**src/rtl/sequence_detector_pkg.sv**
```systemverilog
// rtl/sequence_detector_pkg.sv - shared types and helpers for the serial pattern detector
package seq_det_pkg;

    typedef enum logic {
        FILL  = 1'b0,
        ARMED = 1'b1
    } state_t;

    localparam logic [3:0] DEFAULT_PATTERN = 4'b1011;

    // Counter must represent 0..n inclusive
    function automatic int fill_width(input int n);
        return (n < 1) ? 1 : $clog2(n + 1);
    endfunction

endpackage

```
**src/rtl/sequence_detector_if.sv**
```systemverilog
// rtl/sequence_detector_if.sv - bit-stream input and detection result bundle
interface sequence_detector_if #(
    parameter int CW = 8
) ();
    logic          en;
    logic          d;
    logic          clr;
    logic          match;
    logic          armed;
    logic [CW-1:0] count;

    modport master (
        output en, d, clr,
        input  match, armed, count
    );

    modport slave (
        input  en, d, clr,
        output match, armed, count
    );
endinterface

```
**src/rtl/sequence_detector_shift_reg.sv**
```systemverilog
// rtl/sequence_detector_shift_reg.sv - N-bit serial history, newest bit in the LSB
module seq_shift_reg #(
    parameter int N = 4
) (
    input  logic         ck,
    input  logic         reset,
    input  logic         en,
    input  logic         clr,
    input  logic         d,
    output logic [N-1:0] hist,
    output logic [N-1:0] hist_next
);

    // hist_next is exported so the compare sees the post-shift window in the same cycle
    generate
        if (N == 1) begin : g_single
            assign hist_next = d;
        end else begin : g_multi
            assign hist_next = {hist[N-2:0], d};
        end
    endgenerate

    always_ff @(posedge ck or negedge reset) begin
        if (!reset) begin
            hist <= '0;
        end else if (clr) begin
            hist <= '0;
        end else if (en) begin
            hist <= hist_next;
        end
    end

endmodule

```
**src/rtl/sequence_detector.sv**
```systemverilog
// rtl/sequence_detector.sv - serial N-bit pattern detector with match pulse and saturating count
module sequence_detector
    import seq_det_pkg::*;
#(
    parameter int           N       = 4,
    parameter logic [N-1:0] PATTERN = N'(DEFAULT_PATTERN),
    parameter int           OVERLAP = 1,
    parameter int           CW      = 8
) (
    input  logic                ck,
    input  logic                reset,
    sequence_detector_if.slave  bus
);

    localparam int            FW   = fill_width(N);
    localparam logic [FW-1:0] FULL = FW'(N);

    logic [N-1:0]  hist;
    logic [N-1:0]  hist_next;
    logic [FW-1:0] fill;
    logic [FW-1:0] fill_next;
    logic [FW-1:0] fill_d;
    logic          hit;
    logic          match_q;
    logic [CW-1:0] count_q;
    state_t        state;
    state_t        state_next;

    seq_shift_reg #(.N(N)) u_hist (
        .ck        (ck),
        .reset     (reset),
        .en        (bus.en),
        .clr       (bus.clr),
        .d         (bus.d),
        .hist      (hist),
        .hist_next (hist_next)
    );

    always_comb begin
        fill_next  = (fill == FULL) ? FULL : fill + 1'b1;
        hit        = (fill_next == FULL) && (hist_next == PATTERN);
        fill_d     = fill;
        state_next = state;
        if (bus.clr) begin
            fill_d     = '0;
            state_next = FILL;
        end else if (bus.en) begin
            // Non-overlapping mode forgets the window so the next match needs N fresh bits
            if (hit && (OVERLAP == 0)) begin
                fill_d     = '0;
                state_next = FILL;
            end else begin
                fill_d = fill_next;
                if (fill_next == FULL) begin
                    state_next = ARMED;
                end
            end
        end
    end

    always_ff @(posedge ck or negedge reset) begin
        if (!reset) begin
            state   <= FILL;
            fill    <= '0;
            match_q <= 1'b0;
            count_q <= '0;
        end else begin
            state <= state_next;
            fill  <= fill_d;
            if (bus.clr) begin
                match_q <= 1'b0;
                count_q <= '0;
            end else begin
                match_q <= bus.en && hit;
                if (bus.en && hit && (count_q != {CW{1'b1}})) begin
                    count_q <= count_q + 1'b1;
                end
            end
        end
    end

    assign bus.match = match_q;
    assign bus.armed = (state == ARMED);
    assign bus.count = count_q;

endmodule

```
**src/flat_wrapper.sv**
```systemverilog
// flat-port wrapper written by rule: the top's interface ports become plain ports
module sequence_detector_flat import seq_det_pkg::*;
#(
    parameter int           N       = 4,
    parameter logic [N-1:0] PATTERN = N'(DEFAULT_PATTERN),
    parameter int           OVERLAP = 1,
    parameter int           CW      = 8
)
  (ck, reset, bus_en, bus_d, bus_clr, bus_match, bus_armed, bus_count);
  sequence_detector_if #(.CW(CW)) bus_i ();
  input  logic ck;
  input  logic reset;
  input wire logic [$bits(bus_i.en)-1:0] bus_en;
  input wire logic [$bits(bus_i.d)-1:0] bus_d;
  input wire logic [$bits(bus_i.clr)-1:0] bus_clr;
  output wire logic [$bits(bus_i.match)-1:0] bus_match;
  output wire logic [$bits(bus_i.armed)-1:0] bus_armed;
  output wire logic [$bits(bus_i.count)-1:0] bus_count;
  assign bus_i.en = bus_en;
  assign bus_i.d = bus_d;
  assign bus_i.clr = bus_clr;
  assign bus_match = bus_i.match;
  assign bus_armed = bus_i.armed;
  assign bus_count = bus_i.count;
  sequence_detector #(.N(N), .PATTERN(PATTERN), .OVERLAP(OVERLAP), .CW(CW)) u_core (.ck(ck), .reset(reset), .bus(bus_i));
endmodule
```
**config.mk**
```make
export PLATFORM = sky130hd
export DESIGN_NAME = sequence_detector_flat
export DESIGN_NICKNAME = d
export VERILOG_FILES = /design/src/rtl/sequence_detector_pkg.sv /design/src/rtl/sequence_detector_if.sv /design/src/rtl/sequence_detector_shift_reg.sv /design/src/rtl/sequence_detector.sv /design/src/flat_wrapper.sv
export SDC_FILE = /design/constraint.sdc
export NUM_CORES = 1
export LEC_CHECK = 0
export ABC_AREA = 1
export ABC_CLOCK_PERIOD_IN_PS = 1600
export BUFFER_PORTS_ARGS = -buffer_cell sky130_fd_sc_hd__buf_2
export CAP_MARGIN = 20
export CORE_MARGIN = 2
export CORE_UTILIZATION = 55
export DETAILED_ROUTE_END_ITERATION = 10
export HOLD_SLACK_MARGIN = 0.1
export PLACE_DENSITY = 0.74
export SYNTH_ARGS = -nofsm -noshare
export SYNTH_HDL_FRONTEND = slang
export SYNTH_HIERARCHICAL = 1
export SYNTH_SLANG_ARGS = --single-unit
```
**constraint.sdc**
```tcl
create_clock -name ck -period 1.6 [get_ports ck]
set_clock_uncertainty 0.05 [all_clocks]
set_input_delay 0.24 -clock ck [delete_from_list [all_inputs] [get_ports ck]]
set_output_delay 0.24 -clock ck [all_outputs]
set_load 0.01 [all_outputs]
```
==> qor.yml, run 1 <==
status:
  outcome: "finished clean"
finish:
  insertedDiodeCount: 0
  drive_gt1_frac: 0.275
  multiInputGateArea_sq_um: 514
  seqCellArea_sq_um: 402
  nFillCells: 157
  area_growth_pct: 13.4
  final_nets: 152
floorplanning:
  fp.dieW_um: 46.2
  num_rows: 15
  io_pins: 15
  die_h_um: 46.2
  core_sq_um: 1710
  initial_core_util: 0.573
  dieArea_sq_um: 2130
setup_path:
  cp-start-kind: "flop"
  rr_endpoint: "u_core/bus.count[5]$_DFFE_PN0P_"
  worstSetupPathType: "reg -> reg"
  required_ps: 1770
  critPathMostFrequentCell: "nand2_2"
  crit_slowest_cell: "dfrtp_1"
  worstPathMaxFanout: 8
  crit_arrival_ps: 1660
  path_cells: "inv_2 -> ha_4 -> nand2_2 -> nand2_2 -> nand2_2 -> nor2_4 -> nand3_4 -> nand2_4 -> nand2_1 -> nand2_1"
  r2r_slack_ps: 110
  cp-end-kind: "flop"
  crit_family: "simple AND/OR/NAND/NOR gates"
  reg2reg_depth: 10
  slowest_delay_ps: 410
  worstReg2RegStart: "u_core/fill[0]$_DFFE_PN0P_"
  critical_path_buf_inv_count: 1
power:
  powerDensity_nw_per_um2: 688
  power_uw: 763
  vdd_ir_drop_max_mv: 0.532
  leakage_uw: 0.000569
worst_hold_path:
  min_from: "bus_d"
  hold_class: "in -> reg"
  min_to: "u_core/u_hist/hist[0]$_DFFE_PN0P_"
  holdPathStages: 3
logic_synthesis:
  syn_area_per_cell_sq_um: 7.64
  yosys_warnings: 6
  synthCells: 128
  netlist_area_sq_um: 978
  syn_nets: 136
clock_network:
  clkTransAtPathRegs_ps: 90
  ctsRootBufferMaster: "clkbuf_4"
  cts-htree-levels: 1
  cts_buffer_depth: 2
  cts_sinks: 16
  clk_latency_ps: 270
  tritoncts: "built"
  cts_made_buffers: 3
global_route:
  antenna_found_initial: 0
  grt_pass1_wl_um: 3040
  overflow: 0
  first_global_vias: 727
  grt_max_degree: 17
  grt_util_all_layers: 0.200
route:
  via_per_inst: 4.96
  num_vias: 829
  post-route-drc-count: 0
  drtAntennaViolNets: 0
  drt_iter0_drc: 19
  drt_first_pass_iters: 4
  post_drt_wl_per_cell_um: 11.6
  finalWirelength_um: 1940
sta:
  final.setup.tns_ps: 0
  rsz0062_at_grt: "no"
  drv_slew: 0
  period_share: 0.932
  setup_viol: 0
  max-slew-margin-rel: 0.757
  min_period_ps: 1490
  worst_pin_slew_ps: 364
  max_freq_mhz: 670
  report.final.hold_viol_count: 0
flow_run:
  cap_violations: 0
placed_design:
  place_hpwl_um: 1400
  port_buffers: 14
  routabilityCongestion: 0.739
==> metal layers <==
layer	track usage	routed length (um)
met5	0	0
met4	0.0857	8
met3	0.0235	86
met2	0.356	981
met1	0.240	859
==> cell usage in the layout (no fill, tap or decap), types with 2 or more instances in the layout <==
cell	n
a21oi_1	2
buf_2	14
clkbuf_4	3
dfrtp_1	15
inv_1	11
inv_2	3
nand2_1	40
nand2_2	6
nand3_1	14
nand3_2	2
nor2_1	12
nor2_4	2
o22ai_1	3
==> worst register-to-register path, delay by kind of cell (launching register included) <==
family	cells	cell delay (ps)
AND/OR/NAND/NOR	8	750
buffers and inverters	1	100
flip-flops	1	410
adder cells (fa/ha/maj)	1	140
==> registers in the layout (all words and copies together), names as in the netlist <==
name                count
u_core/bus.armed        1
u_core/bus.count        8
u_core/u_hist/hist      3
u_core/bus.match        1
u_core/fill             3
==> report_power, final <==
group	switching [uW]	total, uW	leakage [uW]	internal, uW
clock network	115	202	0.0000138	87.0
registers	17.6	439	0.000218	421
logic	75.9	123	0.000338	47.3
total	208	763	0.000569	555
==> worst max-delay path by stage <==
stage / startpoint / endpoint / slack [ps] / cells after the start
6_report: u_core/fill[0]$_DFFE_PN0P_ / u_core/bus.count[5]$_DFFE_PN0P_ / 110 / 10
3_3_place_gp: u_core/fill[0]$_DFFE_PN0P_ / u_core/bus.count[5]$_DFFE_PN0P_ / 130 / 10
4_1_cts: u_core/fill[0]$_DFFE_PN0P_ / u_core/bus.count[2]$_DFFE_PN0P_ / 50 / 9
5_1_grt: u_core/fill[0]$_DFFE_PN0P_ / u_core/bus.count[5]$_DFFE_PN0P_ / 1 / 10
3_5_place_dp: u_core/fill[0]$_DFFE_PN0P_ / u_core/bus.count[2]$_DFFE_PN0P_ / 60 / 9
2_1_floorplan: u_core/fill[0]$_DFFE_PN0P_ / u_core/bus.count[2]$_DFFE_PN0P_ / 210 / 9
==> timing repair <==
| action | in CTS | in global routing |
|---|---|---|
| setup endpoints to repair | 0 | 8 |
| hold buffers | 1 | 0 |
| setup buffers | 0 | 1 |
| resized for setup | 0 | 10 |
| hold endpoints to repair | 16 | 0 |
==> metrics by stage <==
| stage | worst slack, ps | utilization | area, sq um | instances | hold slack (ps) |
|---|---|---|---|---|---|
| floorplan | 208 | - | 978 | 128 | -106 |
| global placement | 128 | 0.604 | 1030 | 161 | 117 |
| detailed placement | 62.3 | 0.604 | 1030 | 161 | 124 |
| CTS | 45.2 | 0.623 | 1060 | 165 | 169 |
| global route | 1.43 | 0.650 | 1110 | 167 | 182 |
| finish | 108 | 0.650 | 1110 | 167 | 178 |
==> final cells by class <==
cell class / count / share of cell area
clock buffer: 3 / 0.0203
inverter: 14 / 0.0474
multi-input combinational: 93 / 0.463
sequential: 16 / 0.362
tap: 25 / 0.0282
timing repair buffer: 16 / 0.0789
No activity file was read; power rests on OpenSTA's default activity.
==> inputs of run 2 (changes only) <==
CORE_UTILIZATION = 54   (was 55)
CTS_CLUSTER_DIAMETER = 30   (was not set)
SYNTH_HIERARCHICAL = not set   (was 1)
==> run 2 against run 1 <==
Effect of this change: first-iteration DRC count down 53%; via count down 3.3%; global-route usage down 0.098 points; power up 1.8%; highest routed layer unchanged.
==> qor.yml, run 2 <==
logic_synthesis:
  async_flop_share: 1.00
  synth_edf_count: 0
  synth_seq_cells: 16
  synth.cells.most_frequent: "nand2_1, nand3_1, inv_1"
  synthCells: 120
  synth_top_area_frac: 0.419
  synth_ff_type: "dfrtp_1"
  synth_largest_area_cell: "dfrtp_1"
  yosys_warnings: 0
  netlist_area_sq_um: 955
  synthTopCellsByArea: "dfrtp_1, nand2_1, nand3_1"
  synth.distinct_cells: 23
  syn_nets: 128
  syn_area_per_cell_sq_um: 7.96
  synth_most_common_cell: "nand2_1"
  yosysSeqAreaShare: 0.419
power:
  internal-power_uw: 585
  powerDensity_nw_per_um2: 688
  switching_power_uw: 191
  leakage_uw: 0.000597
  vdd_ir_drop_max_mv: 0.525
  pwr-share-comb: 0.116
  sequentialPowerShare: 0.535
  swShare: 0.246
  p_clk_frac: 0.349
global_route:
  grt_util_all_layers: 0.199
  first_global_vias: 734
  overflow: 0
  grt_pass1_wl_um: 3020
  grt_max_degree: 20
  antenna_found_initial: 0
route:
  drt_iter0_drc: 9
  via_per_inst: 5.11
  post_drt_wl_per_cell_um: 11.6
  drt_first_pass_iters: 4
  num_vias: 802
  drtAntennaViolNets: 0
  finalWirelength_um: 1820
  post-route-drc-count: 0
placed_design:
  port_buffers: 14
  place_hpwl_um: 1340
  routabilityCongestion: 0.782
  dp_cells: 151
finish:
  final_common_cell: "nand2_1"
  drive_gt1_frac: 0.236
  seqCellArea_sq_um: 400
  final_util: 0.669
  stdcell_count: 157
  final_nets: 149
  largest_register_ffs: 8
  area_growth_pct: 18.3
  layout_common_cells: "nand2_1, nand3_1, inv_1, dfrtp_1, buf_2"
  multiInputGateArea_sq_um: 495
  insertedDiodeCount: 0
  nFillCells: 145
sta:
  final.setup.tns_ps: 0
  period_share: 0.931
  drv_slew: 0
  setup_viol: 0
  worst_pin_slew_ps: 360
  report.final.hold_viol_count: 0
  max_freq_mhz: 671
  min_period_ps: 1490
  worst_hold_slack_ps: 161
  max-slew-margin-rel: 0.760
clock_network:
  clkTransAtPathRegs_ps: 100
  tritoncts: "built"
  ctsRootBufferMaster: "clkbuf_4"
  cts_buffer_depth: 2
  clk_latency_ps: 290
  cts-htree-levels: 1
  cts_setup_buffers: 0
  cts_made_buffers: 3
  cts_sinks: 16
status:
  outcome: "finished clean"
setup_path:
  required_ps: 1780
  cp-start-kind: "flop"
  cp-end-kind: "flop"
  worstSetupPathType: "reg -> reg"
  crit_arrival_ps: 1670
  worstPathMaxFanout: 8
floorplanning:
  initial_core_util: 0.565
  core_sq_um: 1690
  num_rows: 15
  io_pins: 15
  dieArea_sq_um: 2120
  fp.dieW_um: 46.0
  die_h_um: 46.0
flow_run:
  cap_violations: 0
worst_hold_path:
  hold_class: "in -> reg"
-- run 2: cell types whose count changed in the layout (fill, tap and decap cells not counted), sizes merged, moves of 2 or more --
cell	previous run	this run
nand2	47	31
nand3	17	23
inv	14	19
nor2	15	10
o21ai	1	4
xor2	0	3
nor3	2	0
-- run 2: critical path, cell delays in order, from the launching register on --
cell and delay, ps:
dfrtp_1 390, inv_1 130, ha_4 230, o21ai_4 190, nand3_4 120, nor2_8 170
nand3_1 90, nand2_1 70
-- run 2: final cells by class --
type,instances,share of cell area
multi-input combinational,83,0.439
clock buffer,4,0.0321
inverter,19,0.0631
tap,17,0.0188
sequential,16,0.354
timing repair buffer,18,0.0930
-- run 2: worst paths after layout --
check / start / endpoint / slack, ps / depth (start not counted)
worst min register to register: u_core.bus.armed$_DFFE_PN0P_ / u_core.bus.armed$_DFFE_PN0P_ / 470 / 2
worst max register to register: u_core.fill[0]$_DFFE_PN0P_ / u_core.bus.count[2]$_DFFE_PN0P_ / 110 / 7
max in group asynchronous: reset / u_core.u_hist.hist[0]$_DFFE_PN0P_ / 910 / 2
worst max-delay path: u_core.fill[0]$_DFFE_PN0P_ / u_core.bus.count[2]$_DFFE_PN0P_ / 110 / 7
min in group asynchronous: reset / u_core.bus.count[4]$_DFFE_PN0P_ / 330 / 2
worst min-delay path: bus_d / u_core.u_hist.hist[0]$_DFFE_PN0P_ / 160 / 3
-- run 2: cells by family after synthesis --
family,share of synthesized area
flip-flops,0.419
AO/OA/AOI/OAI,0.0642
adder cells (fa/ha/maj),0.0393
buffers and inverters,0.0839
AND/OR/NAND/NOR,0.356
XOR/XNOR,0.0367
-- run 2: power groups by stage --
| stage | clock [uW] | combinational, uW | sequential (uW) |
|---|---|---|---|
| final | 271 | 90.4 | 416 |
| after CTS | 275 | 80.7 | 416 |
| after floorplan | 0 | 48.2 | 423 |
| after detailed placement | 0 | 76.7 | 424 |
| after global routing | 291 | 99.9 | 418 |
| after global placement | 0 | 73.9 | 423 |
-- run 2: per-layer routing --
layer / routed length [um] / GRT usage
met1: 933 / 0.273
met2: 802 / 0.311
met3: 52 / 0.0397
met4: 31 / 0.0686
met5: 0 / 0
-- run 2: stage by stage --
step	instance area [sq um]	worst slack, ps	power (uW)
finish	1130	111	777
global route	1130	-19.0	808
floorplan	955	111	471
global placement	1050	84.7	497
detailed placement	1050	50.8	500
CTS	1110	33.9	772
-- run 2: what timing repair did --
action | 4_1_cts | 5_1_grt
endpoints found under the hold margin | 17 | 0
gates resized for setup | 0 | 2
hold buffers | 2 | 0
setup endpoints to repair | 0 | 8
